--- src/rtl/serial_adder_ctrl_if.sv ---
// Request/result bundle between a requesting datapath and serial_adder_ctrl.
// The sub select exists only when SERIAL_ADDER_SUB_EN is defined.
interface serial_adder_ctrl_if #(
  parameter int NIBBLES = 4
);
  localparam int W = 4 * NIBBLES;

  logic         start;
  logic [W-1:0] x;
  logic [W-1:0] y;
  logic         c_in;
`ifdef SERIAL_ADDER_SUB_EN
  logic         sub;
`endif
  logic         ready;
  logic [W-1:0] sum;
  logic         c_out;
  logic         done;

  modport master (
    output start, x, y, c_in,
`ifdef SERIAL_ADDER_SUB_EN
    output sub,
`endif
    input  ready, sum, c_out, done
  );

  modport slave (
    input  start, x, y, c_in,
`ifdef SERIAL_ADDER_SUB_EN
    input  sub,
`endif
    output ready, sum, c_out, done
  );
endinterface

--- src/rtl/serial_adder_ctrl.sv ---
// Nibble-serial adder: one shared 4-bit adder, LSB nibble per clock, carry kept in cr.
// Optional subtract (x - y) enabled by defining SERIAL_ADDER_SUB_EN.
module four_bit_adder (
  input  logic [3:0] a_i,
  input  logic [3:0] b_i,
  input  logic       c_i,
  output logic [3:0] s_o,
  output logic       c_o
);
  assign {c_o, s_o} = {1'b0, a_i} + {1'b0, b_i} + {4'b0000, c_i};
endmodule

module serial_adder_ctrl #(
  parameter int NIBBLES = 4
) (
  input  logic                clk,
  input  logic                rst,
  serial_adder_ctrl_if.slave  bus
);
  localparam int W  = 4 * NIBBLES;
  localparam int IW = $clog2(NIBBLES);
  localparam logic [IW-1:0] LAST = IW'(NIBBLES - 1);

  typedef enum logic [1:0] {IDLE = 2'd0, RUN = 2'd1, DONE = 2'd2} state_t;

  state_t        state_q, state_d;
  logic [W-1:0]  xr_q, xr_d, yr_q, yr_d;
  logic [W-1:0]  acc_q, acc_d, sum_q, sum_d;
  logic          cr_q, cr_d, cout_q, cout_d;
  logic [IW-1:0] idx_q, idx_d;
  logic          inv;
  logic [3:0]    a_nib, b_nib, s_nib;
  logic          co;

`ifdef SERIAL_ADDER_SUB_EN
  logic sub_q, sub_d;
  assign inv = sub_q;
`else
  assign inv = 1'b0;
`endif

  assign a_nib = xr_q[4*idx_q +: 4];
  assign b_nib = yr_q[4*idx_q +: 4] ^ {4{inv}};

  four_bit_adder u_add (
    .a_i (a_nib),
    .b_i (b_nib),
    .c_i (cr_q),
    .s_o (s_nib),
    .c_o (co)
  );

  always_ff @(posedge clk or posedge rst) begin
    if (rst) begin
      state_q <= IDLE;
      xr_q    <= '0;
      yr_q    <= '0;
      acc_q   <= '0;
      sum_q   <= '0;
      cr_q    <= 1'b0;
      cout_q  <= 1'b0;
      idx_q   <= '0;
`ifdef SERIAL_ADDER_SUB_EN
      sub_q   <= 1'b0;
`endif
    end else begin
      state_q <= state_d;
      xr_q    <= xr_d;
      yr_q    <= yr_d;
      acc_q   <= acc_d;
      sum_q   <= sum_d;
      cr_q    <= cr_d;
      cout_q  <= cout_d;
      idx_q   <= idx_d;
`ifdef SERIAL_ADDER_SUB_EN
      sub_q   <= sub_d;
`endif
    end
  end

  always_comb begin
    state_d = state_q;
    xr_d    = xr_q;
    yr_d    = yr_q;
    acc_d   = acc_q;
    sum_d   = sum_q;
    cr_d    = cr_q;
    cout_d  = cout_q;
    idx_d   = idx_q;
`ifdef SERIAL_ADDER_SUB_EN
    sub_d   = sub_q;
`endif
    case (state_q)
      IDLE: begin
        if (bus.start) begin
          xr_d    = bus.x;
          yr_d    = bus.y;
          cr_d    = bus.c_in;
          idx_d   = '0;
          acc_d   = '0;
          state_d = RUN;
`ifdef SERIAL_ADDER_SUB_EN
          // Two's complement subtract: inverted y plus a forced carry-in of 1.
          sub_d   = bus.sub;
          if (bus.sub) cr_d = 1'b1;
`endif
        end
      end
      RUN: begin
        acc_d[4*idx_q +: 4] = s_nib;
        cr_d  = co;
        idx_d = idx_q + IW'(1);
        if (idx_q == LAST) begin
          sum_d   = acc_d;
          cout_d  = co;
          state_d = DONE;
        end
      end
      DONE:    state_d = IDLE;
      default: state_d = IDLE;
    endcase
  end

  assign bus.ready = (state_q == IDLE);
  assign bus.done  = (state_q == DONE);
  assign bus.sum   = sum_q;
  assign bus.c_out = cout_q;
endmodule
--- src/flat_wrapper.sv ---
// flat-port wrapper written by rule: the top's interface ports become plain ports
module serial_adder_ctrl_flat 
#(
  parameter int NIBBLES = 4
)
  (clk, rst, bus_start, bus_x, bus_y, bus_c_in, bus_ready, bus_sum, bus_c_out, bus_done);
  serial_adder_ctrl_if #(.NIBBLES(NIBBLES)) bus_i ();
  input  logic clk;
  input  logic rst;
  input wire logic [$bits(bus_i.start)-1:0] bus_start;
  input wire logic [$bits(bus_i.x)-1:0] bus_x;
  input wire logic [$bits(bus_i.y)-1:0] bus_y;
  input wire logic [$bits(bus_i.c_in)-1:0] bus_c_in;
  output wire logic [$bits(bus_i.ready)-1:0] bus_ready;
  output wire logic [$bits(bus_i.sum)-1:0] bus_sum;
  output wire logic [$bits(bus_i.c_out)-1:0] bus_c_out;
  output wire logic [$bits(bus_i.done)-1:0] bus_done;
  assign bus_i.start = bus_start;
  assign bus_i.x = bus_x;
  assign bus_i.y = bus_y;
  assign bus_i.c_in = bus_c_in;
  assign bus_ready = bus_i.ready;
  assign bus_sum = bus_i.sum;
  assign bus_c_out = bus_i.c_out;
  assign bus_done = bus_i.done;
  serial_adder_ctrl #(.NIBBLES(NIBBLES)) u_core (.clk(clk), .rst(rst), .bus(bus_i));
endmodule
--- config.mk ---
export PLATFORM = sky130hd
export DESIGN_NAME = serial_adder_ctrl_flat
export DESIGN_NICKNAME = d
export VERILOG_FILES = /design/src/rtl/serial_adder_ctrl_if.sv /design/src/rtl/serial_adder_ctrl.sv /design/src/flat_wrapper.sv
export SDC_FILE = /design/constraint.sdc
export NUM_CORES = 1
export LEC_CHECK = 0
export ABC_AREA = 1
export ABC_CLOCK_PERIOD_IN_PS = 5850
export CAP_MARGIN = 20
export CORE_UTILIZATION = 60
export CTS_BUF_LIST = sky130_fd_sc_hd__clkbuf_4 sky130_fd_sc_hd__clkbuf_8
export DETAILED_ROUTE_END_ITERATION = 12
export MAX_ROUTING_LAYER = met4
export PLACE_DENSITY_LB_ADDON = 0.12
export SYNTH_ARGS = -nofsm -noshare
export SYNTH_HDL_FRONTEND = slang
export SYNTH_HIERARCHICAL = 1
export SYNTH_SLANG_ARGS = --single-unit
--- constraint.sdc ---
create_clock -name clk -period 5.85 [get_ports clk]
set_input_delay 1.17 -clock clk [delete_from_list [all_inputs] [get_ports clk]]
set_output_delay 1.17 -clock clk [all_outputs]
set_load 0.02 [all_outputs]
==> results of run 1 <==
==> path summary, 6_finish.rpt <==
kind	end	slack [ns]	depth (start not counted)
setup / recovery	u_core/acc_q[5]$_DFFE_PP0P_	2.71	13
hold / removal	u_core/yr_q[4]$_DFFE_PP0P_	0.48	2
setup reg to reg	u_core/acc_q[5]$_DFFE_PP0P_	2.71	13
hold reg to reg	u_core/yr_q[4]$_DFFE_PP0P_	0.48	2
max in group asynchronous	u_core/acc_q[0]$_DFFE_PP0P_	3.88	3
min in group asynchronous	u_core/bus.sum[1]$_DFFE_PP0P_	1.40	3
==> cells in the mapped netlist (all sizes together) <==
cell type	instances	share of area, %
ha	9	3.3
buf	14	2.9
nand2	247	27
inv	29	3.2
nor2	28	3.2
o21ai	31	4.5
a21oi	6	0.87
nand3	8	1.2
fa	2	1.2
clkinv	1	0.25
o22ai	5	0.91
dfrtp	70	51
clkbuf	2	0.22
xnor2	1	0.25
==> cell families (layout without fill, tap and decap cells) <==
group	Yosys count	count (layout)	share of synthesized area [%]
AOI/OAI and AO/OA	42	42	6.29
xor gates and xnor gates	1	1	0.255
adders and majority gates	11	11	4.44
buffers and inverters	46	102	6.55
DFF	70	70	50.9
and+or+nand+nor	283	283	31.5
==> state kept, by name, summed over array words and instances (netlist names) <==
register / cells
u_core/xr_q: 16
u_core/cr_q: 1
u_core/idx_q: 2
u_core/bus.c_out: 1
u_core/yr_q: 16
u_core/state_q: 2
u_core/bus.sum: 16
u_core/acc_q: 16
==> placed cells by master (no fill, tap or decap), drive strengths merged <==
cell and count:
clkbuf 12, nor2 28, nand2 247, dfrtp 70, buf 2, o21ai 31, clkdlybuf4s50 54, a21oi 6
fa 2, clkinvlp 1, clkinv 4, inv 29, ha 9, nand3 8, o22ai 5, xnor2 1
==> per-stage QoR <==
| step | std cells | utilization (%) | worst slack (ns) | area, um2 |
|---|---|---|---|---|
| finish | 581 | 75.4 | 2.71 | 4150 |
| global route | 581 | 75.4 | 2.35 | 4150 |
| CTS | 581 | 75.4 | 2.80 | 4150 |
| detailed placement | 565 | 72.2 | 2.75 | 3980 |
| global placement | 565 | 72.2 | 2.80 | 3980 |
| floorplan | 453 | - | 2.91 | 3440 |
==> report_power, final <==
group          switching, mW  internal (mW)
registers              0.138          0.689
clock network          0.176          0.173
logic                  0.816          0.453
==> layer usage <==
layer / up-vias / GRT usage, %
met4: 0 / 14.3
met1: 1402 / 35.0
met3: 19 / 5.18
met2: 110 / 48.7
li1: 1495 / -
met5: - / -
==> critical path, stage by stage, from the launching register on <==
cell	delay, ns
dfrtp_1	0.68
inv_2	0.33
o21ai_0	0.27
o21ai_0	0.17
fa_1	0.51
inv_1	0.09
fa_1	0.40
inv_1	0.11
nand2_1	0.06
nor2_1	0.14
nand2_1	0.08
nand2_1	0.09
nand2_1	0.05
nand2_1	0.09
==> layout make-up <==
class	instances	area, um2
Timing Repair Buffer	56	556
Clock inverter	4	22.5
Clock buffer	12	153
Inverter	30	118
Sequential cell	70	1750
Fill cell	407	1350
Tap cell	72	90.1
Multi-Input combinational cell	337	1460
==> metrics.txt, run 1 <==
Synth Register Bits 70; Worst-Margin Slew 0.944 ns; Detail Placement HPWL 5.23 mm; Rel. slew slack 36.9%; smallest hold slack 0.477 ns; sequential area share after synthesis 50.9%; Crit Path Class register to register; CTS tree built; CTS clock-pin slew for the worst setup and hold paths 0.07 ns; Arr. time, crit path roughly 3.4 ns; final hold vios 0; max cap viols 0; status complete, no violations; Ys Warns 6; largest net degree at the start of global routing 71; CP Launch Type register; initial antenna violation count 0; fmax 0.319 GHz; I/O Buffers 54; worst-path maximum fanout 30; clock sinks 70; Yosys cell types 20; Pwr Density 589 mW/mm2; I/O pin count 55; Routed met2 length around 3.8 mm; Starting Density 62.5%; vias in the first global route 3083; Worst-Skew Late Latency 0.34 ns; final slew viol count 0; Setup TNS 0 ns; Clock Tree Buf Depth 2; worst hold path class register to register; overall power 2.44 mW; VDD IR max 0.347 mV; worst r2r src u_core/idx_q[0]$_DFFE_PP0P_; Row Count 27; core region area roughly 0.0055 mm2; GRT Util Overall between 20 and 30%; vias 3026; M1 wire length between 3 and 4 mm; critical path data required time 6.13 ns; total setup buffers inserted after CTS 0; CTS Buf Count 9; final setup fails 0; DR WL/cell 13.0 um; min Tclk post-route 3.14 ns; ANT cells 0; clk root buf clkbuf_8; Mapped Cells roughly 450; Routed WL 7.57 mm; first-pass GRT wire length 13.4 mm; Routed Antenna Nets 0; crit end category register; die height 77.7 um; Max Used Layer met4; post-route clock period utilization 53.6%; Pre-antenna DRT Iters 6; final setup skew 0.00542 ns; Overflow after GRT 0; Post-Syn Area 0.00344 mm2; GP Congestion 0.893; DR WL met3 a little under 400 um; die area 0.00604 mm2; H-tree levels 3; RSZ-0062 raised after global routing no; cells resized by post-CTS repair 0; hold_buf cts 0; Residual DRC 0; DIE WIDTH ~78 um; Final nets 551; P_leak 2.23 nW; syn nets 500; layout cells sized above 1 5.11%; Area growth syn-to-layout 20.7%; Vias per Instance 5.21; hold path start u_core/yr_q[4]$_DFFE_PP0P_; Avg Inst Size Synth 7.59 um2; CP Launch Point u_core/idx_q[0]$_DFFE_PP0P_; DRT iter0 DRCs 215
(Power assumes the default switching activity.)
==> run 2, diff against run 1 <==
ABC_CLOCK_PERIOD_IN_PS = 2550   (was 5850)
CORE_UTILIZATION = 50   (was 60)
clock period = 2.55 ns   (was 5.85 ns; I/O delays follow)
==> run 2 against run 1 <==
Net effect: worst hold slack about the same; clock-buffer cell count increased by 1; routed wire length increased by 0.66%; clock power increased by 140%; the run now ends with design-rule violations left; largest cell class unchanged; cell area increased by 3.5%; setup slack got worse by 2.6 ns; critical path depth unchanged; flip-flop and latch count unchanged; via count decreased by 2.1%; sequential share of layout area decreased by 1.4 points.
==> metrics.txt, run 2 (synthesized netlist as in run 1, its figures left out) <==
status complete, but fails checks; failing checks design-rule violations; Detail Placement HPWL 5.12 mm; Vias per Instance 4.96; Overflow after GRT 0; DRT iter0 DRCs 171; final setup fails 0; CP Launch Type register; worst-path maximum fanout 7; H-tree levels 3; CP Launch Point u_core/idx_q[0]$_DFFE_PP0P_; total setup buffers inserted after CTS 0; Rel. slew slack 76.0%; Pre-antenna DRT Iters 8; sequential share of power 31.4%; fmax 0.417 GHz; Arr. time, crit path 2.68 ns; crit end category register; first-pass GRT wire length 13.3 mm; most frequent cells in the layout 246 x nand2_1, 69 x dfrtp_1, 54 x clkdlybuf4s50_1; P_sw 2.68 mW; Post-Layout Inst Area 0.00430 mm2; P_leak 2.29 nW; critical path data required time approximately 2.8 ns; Area growth syn-to-layout 24.9%; largest net degree at the start of global routing 71; Logic pwr share between 50 and 60%; Clock Power Share 14.3%; grt met3 use 3.70%; Crit Path Class register to register; min Tclk post-route 2.40 ns; vias 2963; Final nets 562; final slew viol count 0; flop2flop setup slack ~0.15 ns; ANT cells 0; smallest hold slack 0.476 ns; switch share 45.2%; Routed WL approximately 7.6 mm; Row Count 29; final setup skew approximately 0.0066 ns; VDD IR max 0.581 mV; I/O Buffers 54; die area 0.00721 mm2; die height 84.9 um; I/O pin count 55; crit path to u_core/bus.sum[5]$_DFFE_PP0P_; Worst-Skew Late Latency between 0.3 and 0.4 ns; Residual DRC 3; CTS clock-pin slew for the worst setup and hold paths 0.07 ns; r2r endpoint u_core/bus.sum[5]$_DFFE_PP0P_; core region area 0.00649 mm2; reg2reg path depth 13; DIE WIDTH between 80 and 90 um; post-layout util 66.2%; DR WL/cell 12.8 um; clk root buf clkbuf_8; max cap viols 0; Placed Area 0.00408 mm2; Clock Tree Buf Depth 2; CTS tree built; Routed Antenna Nets 0; commonest non-fill, non-tap cell in the layout nand2_1; internal power between 3 and 4 mW; layout cells sized above 1 8.65%; overall power 5.93 mW; Starting Density 53.0%; CTS Buf Count 9; Worst-Margin Slew around 0.36 ns; clock sinks 70; GRT busiest layer met2; initial antenna violation count 0; final hold vios 0; met1 usage between 30% and 40%; worst hold path class register to register; GRT Util Overall around 25%; Setup TNS 0 ns; GRT met2 Usage 36.2%; post-route clock period utilization 94.0%; worst r2r src u_core/idx_q[0]$_DFFE_PP0P_; vias in the first global route 2944; Pwr Density 1380 mW/mm2; GP Congestion 0.872
-- run 2: cell types whose count changed in the layout (fill, tap and decap cells not counted), moves of 2 or more --
cell,change
nor2_2,+3
clkbuf_8,+2
buf_4,+9
o21ai_1,+5
o21ai_0,-5
nor2_1,-3
fa_2,+2
fa_1,-2
-- run 2: critical path, cell delays in order (launching register included) --
cell     delay [ns]
dfrtp_2        0.44
buf_6          0.15
o21ai_1        0.15
o22ai_1        0.13
fa_2           0.40
inv_1          0.09
fa_2           0.42
inv_1          0.12
nand2_1        0.09
nor2_2         0.10
nand2_1        0.06
nand2_1        0.09
nand2_1        0.05
nand2_1        0.06
-- run 2: stage by stage --
stage,cells,setup WS (ns)
4_1_cts,597,0.00220
3_5_place_dp,581,0.0396
2_1_floorplan,453,0.114
6_report,597,0.154
5_1_grt,597,-0.0325
3_3_place_gp,581,0.148
-- run 2: worst min path at each step --
stage	from	slack [ns]	to	depth (start not counted)
2_1_floorplan	u_core/acc_q[0]$_DFFE_PP0P_	0.44	u_core/acc_q[0]$_DFFE_PP0P_	2
3_3_place_gp	u_core/acc_q[2]$_DFFE_PP0P_	0.45	u_core/acc_q[2]$_DFFE_PP0P_	2
3_5_place_dp	u_core/yr_q[5]$_DFFE_PP0P_	0.46	u_core/yr_q[5]$_DFFE_PP0P_	2
4_1_cts	u_core/acc_q[2]$_DFFE_PP0P_	0.48	u_core/acc_q[2]$_DFFE_PP0P_	2
5_1_grt	u_core/acc_q[2]$_DFFE_PP0P_	0.49	u_core/acc_q[2]$_DFFE_PP0P_	2
6_report	u_core/acc_q[2]$_DFFE_PP0P_	0.48	u_core/acc_q[2]$_DFFE_PP0P_	2
-- run 2: per-layer routing --
metal,part of all wire (%),vias up
li1,-,1517
met1,49,1347
met2,43,87
met3,5.4,12
met4,2.2,0
met5,0,-
-- run 2: final cells by class --
cell class / count / area [um2]
Clock buffer: 13 / 173
Clock inverter: 3 / 17.5
Fill cell: 564 / 2200
Inverter: 30 / 120
Multi-Input combinational cell: 337 / 1480
Sequential cell: 70 / 1750
Tap cell: 77 / 96.3
Timing Repair Buffer: 67 / 654
-- run 2: what timing repair did --
item / CTS / global route
hold buffers: 0 / 0
endpoints found under the setup margin: 0 / 24
gates resized for setup: 0 / 15
endpoints found under the hold margin: 0 / 0
-- run 2: power by group through the flow --
stage	sequential [mW]	clock (mW)	combinational, mW
after floorplan	1.91	0	2.11
after global placement	1.86	0	3.02
after detailed placement	1.85	0	3.06
after CTS	1.85	0.863	3.08
after global routing	1.91	0.910	3.69
final	1.86	0.845	3.22
